===== config.mk =====
export PLATFORM = sky130hd
export DESIGN_NAME = multimode_timer
export DESIGN_NICKNAME = d
export VERILOG_FILES = /design/src/rtl/multimode_timer.sv
export SDC_FILE = /design/constraint.sdc
export NUM_CORES = 1
export LEC_CHECK = 0
export BUFFER_PORTS_ARGS = -buffer_cell sky130_fd_sc_hd__buf_2
export CELL_PAD_IN_SITES_DETAIL_PLACEMENT = 1
export CELL_PAD_IN_SITES_GLOBAL_PLACEMENT = 2
export CORE_MARGIN = 2
export CORE_UTILIZATION = 41
export CTS_CLUSTER_SIZE = 16
export DETAILED_ROUTE_END_ITERATION = 8
export HOLD_SLACK_MARGIN = 0.12
export PLACE_DENSITY = 0.86
export SLEW_MARGIN = 20
export SYNTH_ARGS = -nofsm -noshare
export SYNTH_HDL_FRONTEND = slang
export SYNTH_SLANG_ARGS = --single-unit

===== constraint.sdc =====
create_clock -name clk -period 6.7 [get_ports clk]
set_clock_uncertainty 0.2 [all_clocks]
set_input_delay 0.335 -clock clk [delete_from_list [all_inputs] [get_ports clk]]
set_output_delay 0.335 -clock clk [all_outputs]
set_load 0.01 [all_outputs]

===== src/rtl/multimode_timer.sv =====
// -----------------------------------------------------------------------------
// multimode_timer
//   MM:SS timekeeper with three concurrently running counters: a free-running
//   clock, a stopwatch and a countdown timer with an alarm. The mode register
//   selects which counter drives the BCD display digits. Buttons arrive
//   already synchronised and debounced. Each button acts on its rising edge.
//
// Ports
//   clk        in   1  clock
//   rst        in   1  synchronous, active-high reset
//   btn_mode   in   1  rising edge advances CLOCK -> STOPWATCH -> TIMER -> CLOCK
//   btn_start  in   1  rising edge = start/pause for the shown counter
//   btn_set    in   1  rising edge = set/clear for the shown counter
//   sec_uni    out  4  BCD seconds units of the displayed counter
//   sec_dec    out  4  BCD seconds tens
//   min_uni    out  4  BCD minutes units
//   min_dec    out  4  BCD minutes tens
//   mode       out  2  0=CLOCK, 1=STOPWATCH, 2=TIMER
//   running    out  1  run status of the shown stopwatch/timer, 0 in CLOCK
//   alarm      out  1  countdown-expired alarm
// -----------------------------------------------------------------------------
module multimode_timer #(
    parameter int TICK_CYCLES = 50_000_000,
    parameter int MIN_WRAP    = 60,
    parameter int TMR_MAX_MIN = 99,
    parameter int ALARM_SECS  = 10
) (
    input  logic       clk,
    input  logic       rst,
    input  logic       btn_mode,
    input  logic       btn_start,
    input  logic       btn_set,
    output logic [3:0] sec_uni,
    output logic [3:0] sec_dec,
    output logic [3:0] min_uni,
    output logic [3:0] min_dec,
    output logic [1:0] mode,
    output logic       running,
    output logic       alarm
);

    localparam int PW = (TICK_CYCLES > 1) ? $clog2(TICK_CYCLES) : 1;
    localparam int AW = $clog2(ALARM_SECS + 1);

    localparam logic [PW-1:0] PRE_LAST     = PW'(TICK_CYCLES - 1);
    localparam logic [PW-1:0] PRE_ONE      = PW'(1);
    localparam logic [AW-1:0] ALARM_LAST   = AW'(ALARM_SECS - 1);
    localparam logic [AW-1:0] ACNT_ONE     = AW'(1);
    localparam logic [6:0]    CLK_MIN_LAST = 7'(MIN_WRAP - 1);
    localparam logic [6:0]    TMR_MIN_LAST = 7'(TMR_MAX_MIN);
    localparam logic [6:0]    SW_MIN_LAST  = 7'd99;
    localparam logic [5:0]    SEC_LAST     = 6'd59;

    typedef enum logic [1:0] {
        MODE_CLOCK     = 2'd0,
        MODE_STOPWATCH = 2'd1,
        MODE_TIMER     = 2'd2,
        MODE_INVALID   = 2'd3
    } mode_e;

    typedef enum logic {
        ST_IDLE = 1'b0,
        ST_RUN  = 1'b1
    } run_e;

    // Modulo increment; any out-of-range value also folds back to zero.
    function automatic logic [6:0] wrap_inc(input logic [6:0] v, input logic [6:0] last);
        return (v >= last) ? 7'd0 : (v + 7'd1);
    endfunction

    // Binary 0..99 to two BCD digits {tens, units}.
    function automatic logic [7:0] to_bcd(input logic [6:0] v);
        logic [3:0] tens;
        logic [3:0] units;
        tens  = 4'(v / 7'd10);
        units = 4'(v % 7'd10);
        return {tens, units};
    endfunction

    // Registered state
    logic [PW-1:0] pre_r;
    logic          btn_mode_d_r, btn_start_d_r, btn_set_d_r;
    mode_e         mode_r;
    logic [6:0]    clk_min_r;
    logic [5:0]    clk_sec_r;
    run_e          sw_state_r;
    logic [6:0]    sw_min_r;
    logic [5:0]    sw_sec_r;
    run_e          tmr_state_r;
    logic [6:0]    tmr_min_r;
    logic [5:0]    tmr_sec_r;
    logic [6:0]    preset_r;
    logic          alarm_r;
    logic [AW-1:0] acnt_r;

    // Next-state / combinational
    logic          tick_s;
    logic          mode_edge_s, start_edge_s, set_edge_s, any_edge_s;
    logic          mode_ev_s, start_ev_s, set_ev_s;
    mode_e         mode_n_s;
    logic [6:0]    clk_min_n_s;
    logic [5:0]    clk_sec_n_s;
    run_e          sw_state_n_s;
    logic [6:0]    sw_min_n_s;
    logic [5:0]    sw_sec_n_s;
    run_e          tmr_state_n_s;
    logic [6:0]    tmr_min_n_s;
    logic [5:0]    tmr_sec_n_s;
    logic [6:0]    preset_n_s;
    logic          expire_s;
    logic          alarm_n_s;
    logic [AW-1:0] acnt_n_s;
    logic [6:0]    disp_min_s;
    logic [5:0]    disp_sec_s;

    assign tick_s       = (pre_r == PRE_LAST);
    assign mode_edge_s  = btn_mode  & ~btn_mode_d_r;
    assign start_edge_s = btn_start & ~btn_start_d_r;
    assign set_edge_s   = btn_set   & ~btn_set_d_r;
    assign any_edge_s   = mode_edge_s | start_edge_s | set_edge_s;

    // While the alarm sounds, a button edge only silences it and is swallowed.
    assign mode_ev_s  = mode_edge_s  & ~alarm_r;
    assign start_ev_s = start_edge_s & ~alarm_r;
    assign set_ev_s   = set_edge_s   & ~alarm_r;

    // Mode FSM next state; the unused code falls back to CLOCK.
    always_comb begin
        mode_n_s = mode_r;
        case (mode_r)
            MODE_CLOCK:     if (mode_ev_s) mode_n_s = MODE_STOPWATCH; else mode_n_s = MODE_CLOCK;
            MODE_STOPWATCH: if (mode_ev_s) mode_n_s = MODE_TIMER;     else mode_n_s = MODE_STOPWATCH;
            MODE_TIMER:     if (mode_ev_s) mode_n_s = MODE_CLOCK;     else mode_n_s = MODE_TIMER;
            default:        mode_n_s = MODE_CLOCK;
        endcase
    end

    // Clock counter: set bumps minutes first, then the tick advances seconds.
    always_comb begin
        clk_min_n_s = clk_min_r;
        clk_sec_n_s = clk_sec_r;
        if (set_ev_s && (mode_r == MODE_CLOCK)) begin
            clk_min_n_s = wrap_inc(clk_min_r, CLK_MIN_LAST);
        end else begin
            clk_min_n_s = clk_min_r;
        end
        if (tick_s) begin
            if (clk_sec_n_s == SEC_LAST) begin
                clk_sec_n_s = 6'd0;
                clk_min_n_s = wrap_inc(clk_min_n_s, CLK_MIN_LAST);
            end else begin
                clk_sec_n_s = clk_sec_n_s + 6'd1;
            end
        end else begin
            clk_sec_n_s = clk_sec_r;
        end
    end

    // Stopwatch: a set in IDLE clears, start toggles; only the post-button
    // RUN state consumes the tick.
    always_comb begin
        sw_state_n_s = sw_state_r;
        sw_min_n_s   = sw_min_r;
        sw_sec_n_s   = sw_sec_r;
        if (mode_r == MODE_STOPWATCH) begin
            if (set_ev_s && (sw_state_r == ST_IDLE)) begin
                sw_min_n_s = 7'd0;
                sw_sec_n_s = 6'd0;
            end else begin
                sw_min_n_s = sw_min_r;
            end
            if (start_ev_s) begin
                sw_state_n_s = (sw_state_r == ST_RUN) ? ST_IDLE : ST_RUN;
            end else begin
                sw_state_n_s = sw_state_r;
            end
        end else begin
            sw_state_n_s = sw_state_r;
        end
        if (tick_s && (sw_state_n_s == ST_RUN)) begin
            if (sw_sec_n_s == SEC_LAST) begin
                sw_sec_n_s = 6'd0;
                sw_min_n_s = wrap_inc(sw_min_n_s, SW_MIN_LAST);
            end else begin
                sw_sec_n_s = sw_sec_n_s + 6'd1;
            end
        end else begin
            sw_sec_n_s = sw_sec_n_s;
        end
    end

    // Countdown timer: set (IDLE only) advances the preset and reloads the
    // count; start then sees the reloaded count. Reaching 00:00 on a tick
    // stops the timer and raises expire_s on the same edge.
    always_comb begin
        tmr_state_n_s = tmr_state_r;
        tmr_min_n_s   = tmr_min_r;
        tmr_sec_n_s   = tmr_sec_r;
        preset_n_s    = preset_r;
        expire_s      = 1'b0;
        if (mode_r == MODE_TIMER) begin
            if (set_ev_s && (tmr_state_r == ST_IDLE)) begin
                preset_n_s  = wrap_inc(preset_r, TMR_MIN_LAST);
                tmr_min_n_s = preset_n_s;
                tmr_sec_n_s = 6'd0;
            end else begin
                preset_n_s = preset_r;
            end
            if (start_ev_s) begin
                if (tmr_state_r == ST_RUN) begin
                    tmr_state_n_s = ST_IDLE;
                end else if ((tmr_min_n_s != 7'd0) || (tmr_sec_n_s != 6'd0)) begin
                    tmr_state_n_s = ST_RUN;
                end else begin
                    tmr_state_n_s = ST_IDLE;
                end
            end else begin
                tmr_state_n_s = tmr_state_r;
            end
        end else begin
            tmr_state_n_s = tmr_state_r;
        end
        if (tick_s && (tmr_state_n_s == ST_RUN)) begin
            if (tmr_sec_n_s == 6'd0) begin
                tmr_sec_n_s = SEC_LAST;
                tmr_min_n_s = tmr_min_n_s - 7'd1;
            end else begin
                tmr_sec_n_s = tmr_sec_n_s - 6'd1;
            end
            if ((tmr_min_n_s == 7'd0) && (tmr_sec_n_s == 6'd0)) begin
                tmr_state_n_s = ST_IDLE;
                expire_s      = 1'b1;
            end else begin
                expire_s = 1'b0;
            end
        end else begin
            expire_s = 1'b0;
        end
    end

    // Alarm: silenced by any raw button edge or after ALARM_SECS further ticks.
    always_comb begin
        alarm_n_s = alarm_r;
        acnt_n_s  = acnt_r;
        if (alarm_r) begin
            if (any_edge_s) begin
                alarm_n_s = 1'b0;
            end else if (tick_s) begin
                if (acnt_r == ALARM_LAST) begin
                    alarm_n_s = 1'b0;
                end else begin
                    acnt_n_s = acnt_r + ACNT_ONE;
                end
            end else begin
                alarm_n_s = 1'b1;
            end
        end else begin
            alarm_n_s = 1'b0;
        end
        if (expire_s) begin
            alarm_n_s = 1'b1;
            acnt_n_s  = '0;
        end else begin
            acnt_n_s = acnt_n_s;
        end
    end

    // State registers
    always_ff @(posedge clk) begin
        if (rst) begin
            pre_r         <= '0;
            btn_mode_d_r  <= 1'b0;
            btn_start_d_r <= 1'b0;
            btn_set_d_r   <= 1'b0;
            mode_r        <= MODE_CLOCK;
            clk_min_r     <= 7'd0;
            clk_sec_r     <= 6'd0;
            sw_state_r    <= ST_IDLE;
            sw_min_r      <= 7'd0;
            sw_sec_r      <= 6'd0;
            tmr_state_r   <= ST_IDLE;
            tmr_min_r     <= 7'd0;
            tmr_sec_r     <= 6'd0;
            preset_r      <= 7'd0;
            alarm_r       <= 1'b0;
            acnt_r        <= '0;
        end else begin
            pre_r         <= tick_s ? '0 : (pre_r + PRE_ONE);
            btn_mode_d_r  <= btn_mode;
            btn_start_d_r <= btn_start;
            btn_set_d_r   <= btn_set;
            mode_r        <= mode_n_s;
            clk_min_r     <= clk_min_n_s;
            clk_sec_r     <= clk_sec_n_s;
            sw_state_r    <= sw_state_n_s;
            sw_min_r      <= sw_min_n_s;
            sw_sec_r      <= sw_sec_n_s;
            tmr_state_r   <= tmr_state_n_s;
            tmr_min_r     <= tmr_min_n_s;
            tmr_sec_r     <= tmr_sec_n_s;
            preset_r      <= preset_n_s;
            alarm_r       <= alarm_n_s;
            acnt_r        <= acnt_n_s;
        end
    end

    // Display source select and run indicator for the shown counter.
    always_comb begin
        disp_min_s = clk_min_r;
        disp_sec_s = clk_sec_r;
        running    = 1'b0;
        case (mode_r)
            MODE_STOPWATCH: begin
                disp_min_s = sw_min_r;
                disp_sec_s = sw_sec_r;
                running    = (sw_state_r == ST_RUN);
            end
            MODE_TIMER: begin
                disp_min_s = tmr_min_r;
                disp_sec_s = tmr_sec_r;
                running    = (tmr_state_r == ST_RUN);
            end
            default: begin
                disp_min_s = clk_min_r;
                disp_sec_s = clk_sec_r;
                running    = 1'b0;
            end
        endcase
    end

    assign {min_dec, min_uni} = to_bcd(disp_min_s);
    assign {sec_dec, sec_uni} = to_bcd({1'b0, disp_sec_s});
    assign mode               = mode_r;
    assign alarm              = alarm_r;

endmodule


==> impl_results.rst <==
.. list-table::
   :header-rows: 1

   * - Metric
     - Value
   * - Via density per instance
     - about 5.7
   * - Clock insertion delay at the later pin of the skew report
     - about 0.34 ns
   * - Vias post-DR
     - 5149
   * - Sequential fraction of the synthesis area
     - 0.297
   * - TritonCTS Buffers
     - 9
   * - Placeable Area
     - around 13000 sq um
   * - Number of port buffers
     - 23
   * - Number of max-capacitance violations reported
     - 0
   * - Final setup slack of the worst path
     - around 0.98 ns
   * - Arrival time of the worst setup path
     - between 5 and 6 ns
   * - Capturing element type of the critical path
     - output port
   * - Commonest cells after routing, fill and taps aside
     - nor2_1 (96), dfxtp_1 (84), nand2_1 (62)
   * - Cell seen most often among critical-path stages
     - ha_1
   * - Sum of net half-perimeters after detailed placement
     - 11800 um
   * - Worst path max stage delay
     - roughly 0.60 ns
   * - Largest vdd supply drop
     - about 0.13 mV
   * - ANT cells
     - 0
   * - Nature of the critical path startpoint
     - flip-flop
   * - Vias in the first global route
     - between 5000 and 6000
   * - Total negative setup slack
     - 0 ns
   * - Max_slew headroom
     - 0.302
   * - Cell row count
     - 42
   * - Yosys warning count
     - 0
   * - Largest driver fanout on the critical path
     - 19
   * - Overall fraction of global-route tracks in use
     - 0.228
   * - Required time at the endpoint of the critical path
     - 6.16 ns
   * - Area added between synthesis and finish
     - 9.69%
   * - Number of slew-limit violations in the final report
     - 0
   * - Bufs on Longest Clock Path
     - 2
   * - Layout net count
     - approximately 750
   * - Crit path time final
     - 5.72 ns
   * - Worst slew pin tran
     - 1.04 ns
   * - Die height
     - 121 um
   * - Proportion of layout cells with a drive suffix above 1
     - 0.102
   * - CTS tree
     - yes
   * - Unrepaired setup endpoints after global routing
     - no
   * - Maximum clock frequency
     - around 170 MHz
   * - Number of levels the H-tree was split into
     - 3
   * - Slowest cell on the critical path
     - ha_1
   * - Maximum number of pins on one net before global-route repair
     - slightly below 50
   * - Proportion of register bits with asynchronous set or reset after synthesis
     - 0
   * - Synthesized cell area
     - 5650 sq um
   * - DR iter-0 viols
     - 225
   * - Num Clock Sinks
     - between 80 and 90
   * - Initial antenna violation count
     - 0
   * - Detailed-route wire length
     - roughly 16000 um
   * - Wire length of the first global-routing pass
     - between 20000 and 30000 um
   * - Mapped Cells
     - between 700 and 800
   * - Cell Chain, Critical Path
     - inv_1, ha_1, a22o_1, a21o_1, inv_1, ha_1, a211oi_4, a21oi_1, o22ai_1, inv_1, ha_1, a31oi_1, o22a_1, xnor2_1, ha_1, o31ai_1, and3_1, a311oi_2, mux2i_1, buf_2
   * - Mean area per synthesized cell
     - approximately 7.9 sq um
   * - GR Overflow Total
     - 0
   * - Number of placed I/O pins
     - 25
   * - Number of nets still failing antenna checks after routing
     - 0
   * - Leakage power of the design
     - between 2 and 2.5 nW
   * - Pwr/cell area
     - around 210 nW/um^2
   * - Type of the worst setup path
     - reg -> out
   * - Fillers
     - about 1700
   * - Net count after synthesis
     - 740
   * - Number of failing setup endpoints in the final timing report
     - 0
   * - Kind of path behind the tightest hold check
     - reg -> reg
   * - DP Worst Slack
     - approximately 1.4 ns
   * - Routed wirelength normalized by instance count
     - roughly 17 um
   * - Run status
     - complete, no violations
   * - Number of flip-flops and latches in the synthesized netlist
     - 84
   * - Clock edge transition at the registers on the reported setup and hold paths
     - around 0.060 ns
   * - Final hold vios
     - 0
   * - Area enclosed by the die boundary
     - ~15000 sq um
   * - CTS Root Cell
     - clkbuf_16
   * - Die W
     - approximately 120 um
   * - Leading cell type in the layout, fill and taps excluded
     - nor2_1
   * - Library cells used by synthesis
     - 79
   * - First drt pass iteration count
     - 4
   * - Initial standard-cell utilization of the core
     - 0.424
   * - Drt drc
     - 0
   * - Count of flip-flops with a built-in enable after synthesis
     - 0
   * - Predominant post-synthesis flop cell
     - dfxtp_1
   * - Fraction of the cycle the final worst path needs
     - 0.853
   * - Gpl congestion
     - roughly 0.83
## per-layer routing
layer / global-route usage / vias to the layer above / part of all wire
met5: 0 / - / 0
met4: 0.0661 / 0 / 0.017
met3: 0.0414 / 23 / 0.037
met2: 0.404 / 69 / 0.50
met1: 0.280 / 2486 / 0.45
li1: - / 2571 / -
## repair_timing
action | CTS | global route
gates resized for setup | 0 | 0
hold buffers | 3 | 0
hold endpoints to repair | 3 | 0
buffers inserted | 0 | 0
## cell usage after synthesis, drive strengths merged, types with 3 or more instances
cell	count	area share
nand4	21	0.023
a21o	11	0.015
nor4b	3	0.0046
nand3b	3	0.0040
mux2	4	0.0080
nor2b	10	0.011
a211oi	10	0.015
xnor2	31	0.048
nand2	62	0.041
ha	22	0.049
dfxtp	84	0.30
o21ai	23	0.021
a22oi	15	0.023
o21a	4	0.0053
and3	11	0.012
nand2b	9	0.010
nor3	25	0.023
clkbuf	18	0.012
or3	6	0.0066
a21oi	49	0.051
nor4	14	0.018
inv	24	0.016
and2	8	0.0089
xor2	33	0.051
nand3	34	0.030
nor2	97	0.065
a22o	3	0.0046
o31ai	6	0.0097
a31oi	3	0.0033
buf	14	0.019
mux2i	10	0.018
and4	4	0.0062
nor3b	4	0.0062
## cells by family after synthesis
logic type	after synthesis	share of synthesized area
AOI/OAI and AO/OA	151	0.196
buffers and inverters	56	0.0469
adders and majority gates	24	0.0522
muxes	14	0.0263
xor gates and xnor gates	64	0.0992
and+or+nand+nor	319	0.281
other	1	0.000663
DFF	84	0.297
## flip-flops by register name (all words and copies together), names as in the netlist, 2 cells and up
name and count:
sw_sec_r 6, pre_r 26, tmr_sec_r 6, acnt_r 4
clk_min_r 7, sw_min_r 7, tmr_min_r 7, clk_sec_r 6
preset_r 7, mode 2
## power breakdown
group	leakage (nW)	total, W	switching [W]	internal (W)
Sequential	0.678	0.000510	0.00000637	0.000504
Combinational	1.52	0.000259	0.000160	0.0000985
Clock	0.160	0.000547	0.000217	0.000330
## critical path: cells and delay by family (launching register included)
family	cells	cell delay, ns
compound gates	9	2.08
fa+ha+maj	4	1.34
buf+inv	4	0.45
flops	1	0.34
mux	1	0.24
xor+xnor	1	0.19
simple gates	1	0.19
## area by class of cell
| type | instances | area (sq um) | area share |
|---|---|---|---|
| multi-input combinational | 573 | 3710 | 0.599 |
| sequential | 84 | 1680 | 0.271 |
| clock buffer | 9 | 225 | 0.0363 |
| tap | 176 | 220 | 0.0355 |
| timing repair buffer | 30 | 175 | 0.0282 |
| clock inverter | 6 | 96.3 | 0.0155 |
| inverter | 24 | 90.1 | 0.0145 |
## metrics by stage
| step | utilization | cells | cell area, sq um | hold WS [ns] | total power, W |
|---|---|---|---|---|---|
| floorplan | - | 713 | 5650 | 0.242 | 0.000712 |
| global placement | 0.438 | 884 | 5840 | 0.267 | 0.000770 |
| detailed placement | 0.438 | 884 | 5840 | 0.281 | 0.000778 |
| CTS | 0.464 | 902 | 6190 | 0.300 | 0.00133 |
| global route | 0.465 | 902 | 6200 | 0.334 | 0.00138 |
| finish | 0.465 | 902 | 6200 | 0.287 | 0.00132 |
## path summary, 6_finish.rpt
check	start	to	slack, ns	depth (start not counted)
setup / recovery	mode[1]$_SDFF_PP0_	sec_uni[2]	0.98	20
hold / removal	pre_r[0]$_SDFF_PP0_	pre_r[0]$_SDFF_PP0_	0.29	1
setup reg to reg	mode[0]$_SDFF_PP0_	acnt_r[2]$_SDFFE_PP0P_	1.96	13
hold reg to reg	pre_r[0]$_SDFF_PP0_	pre_r[0]$_SDFF_PP0_	0.29	1
Power figures use the tool's default switching activity.
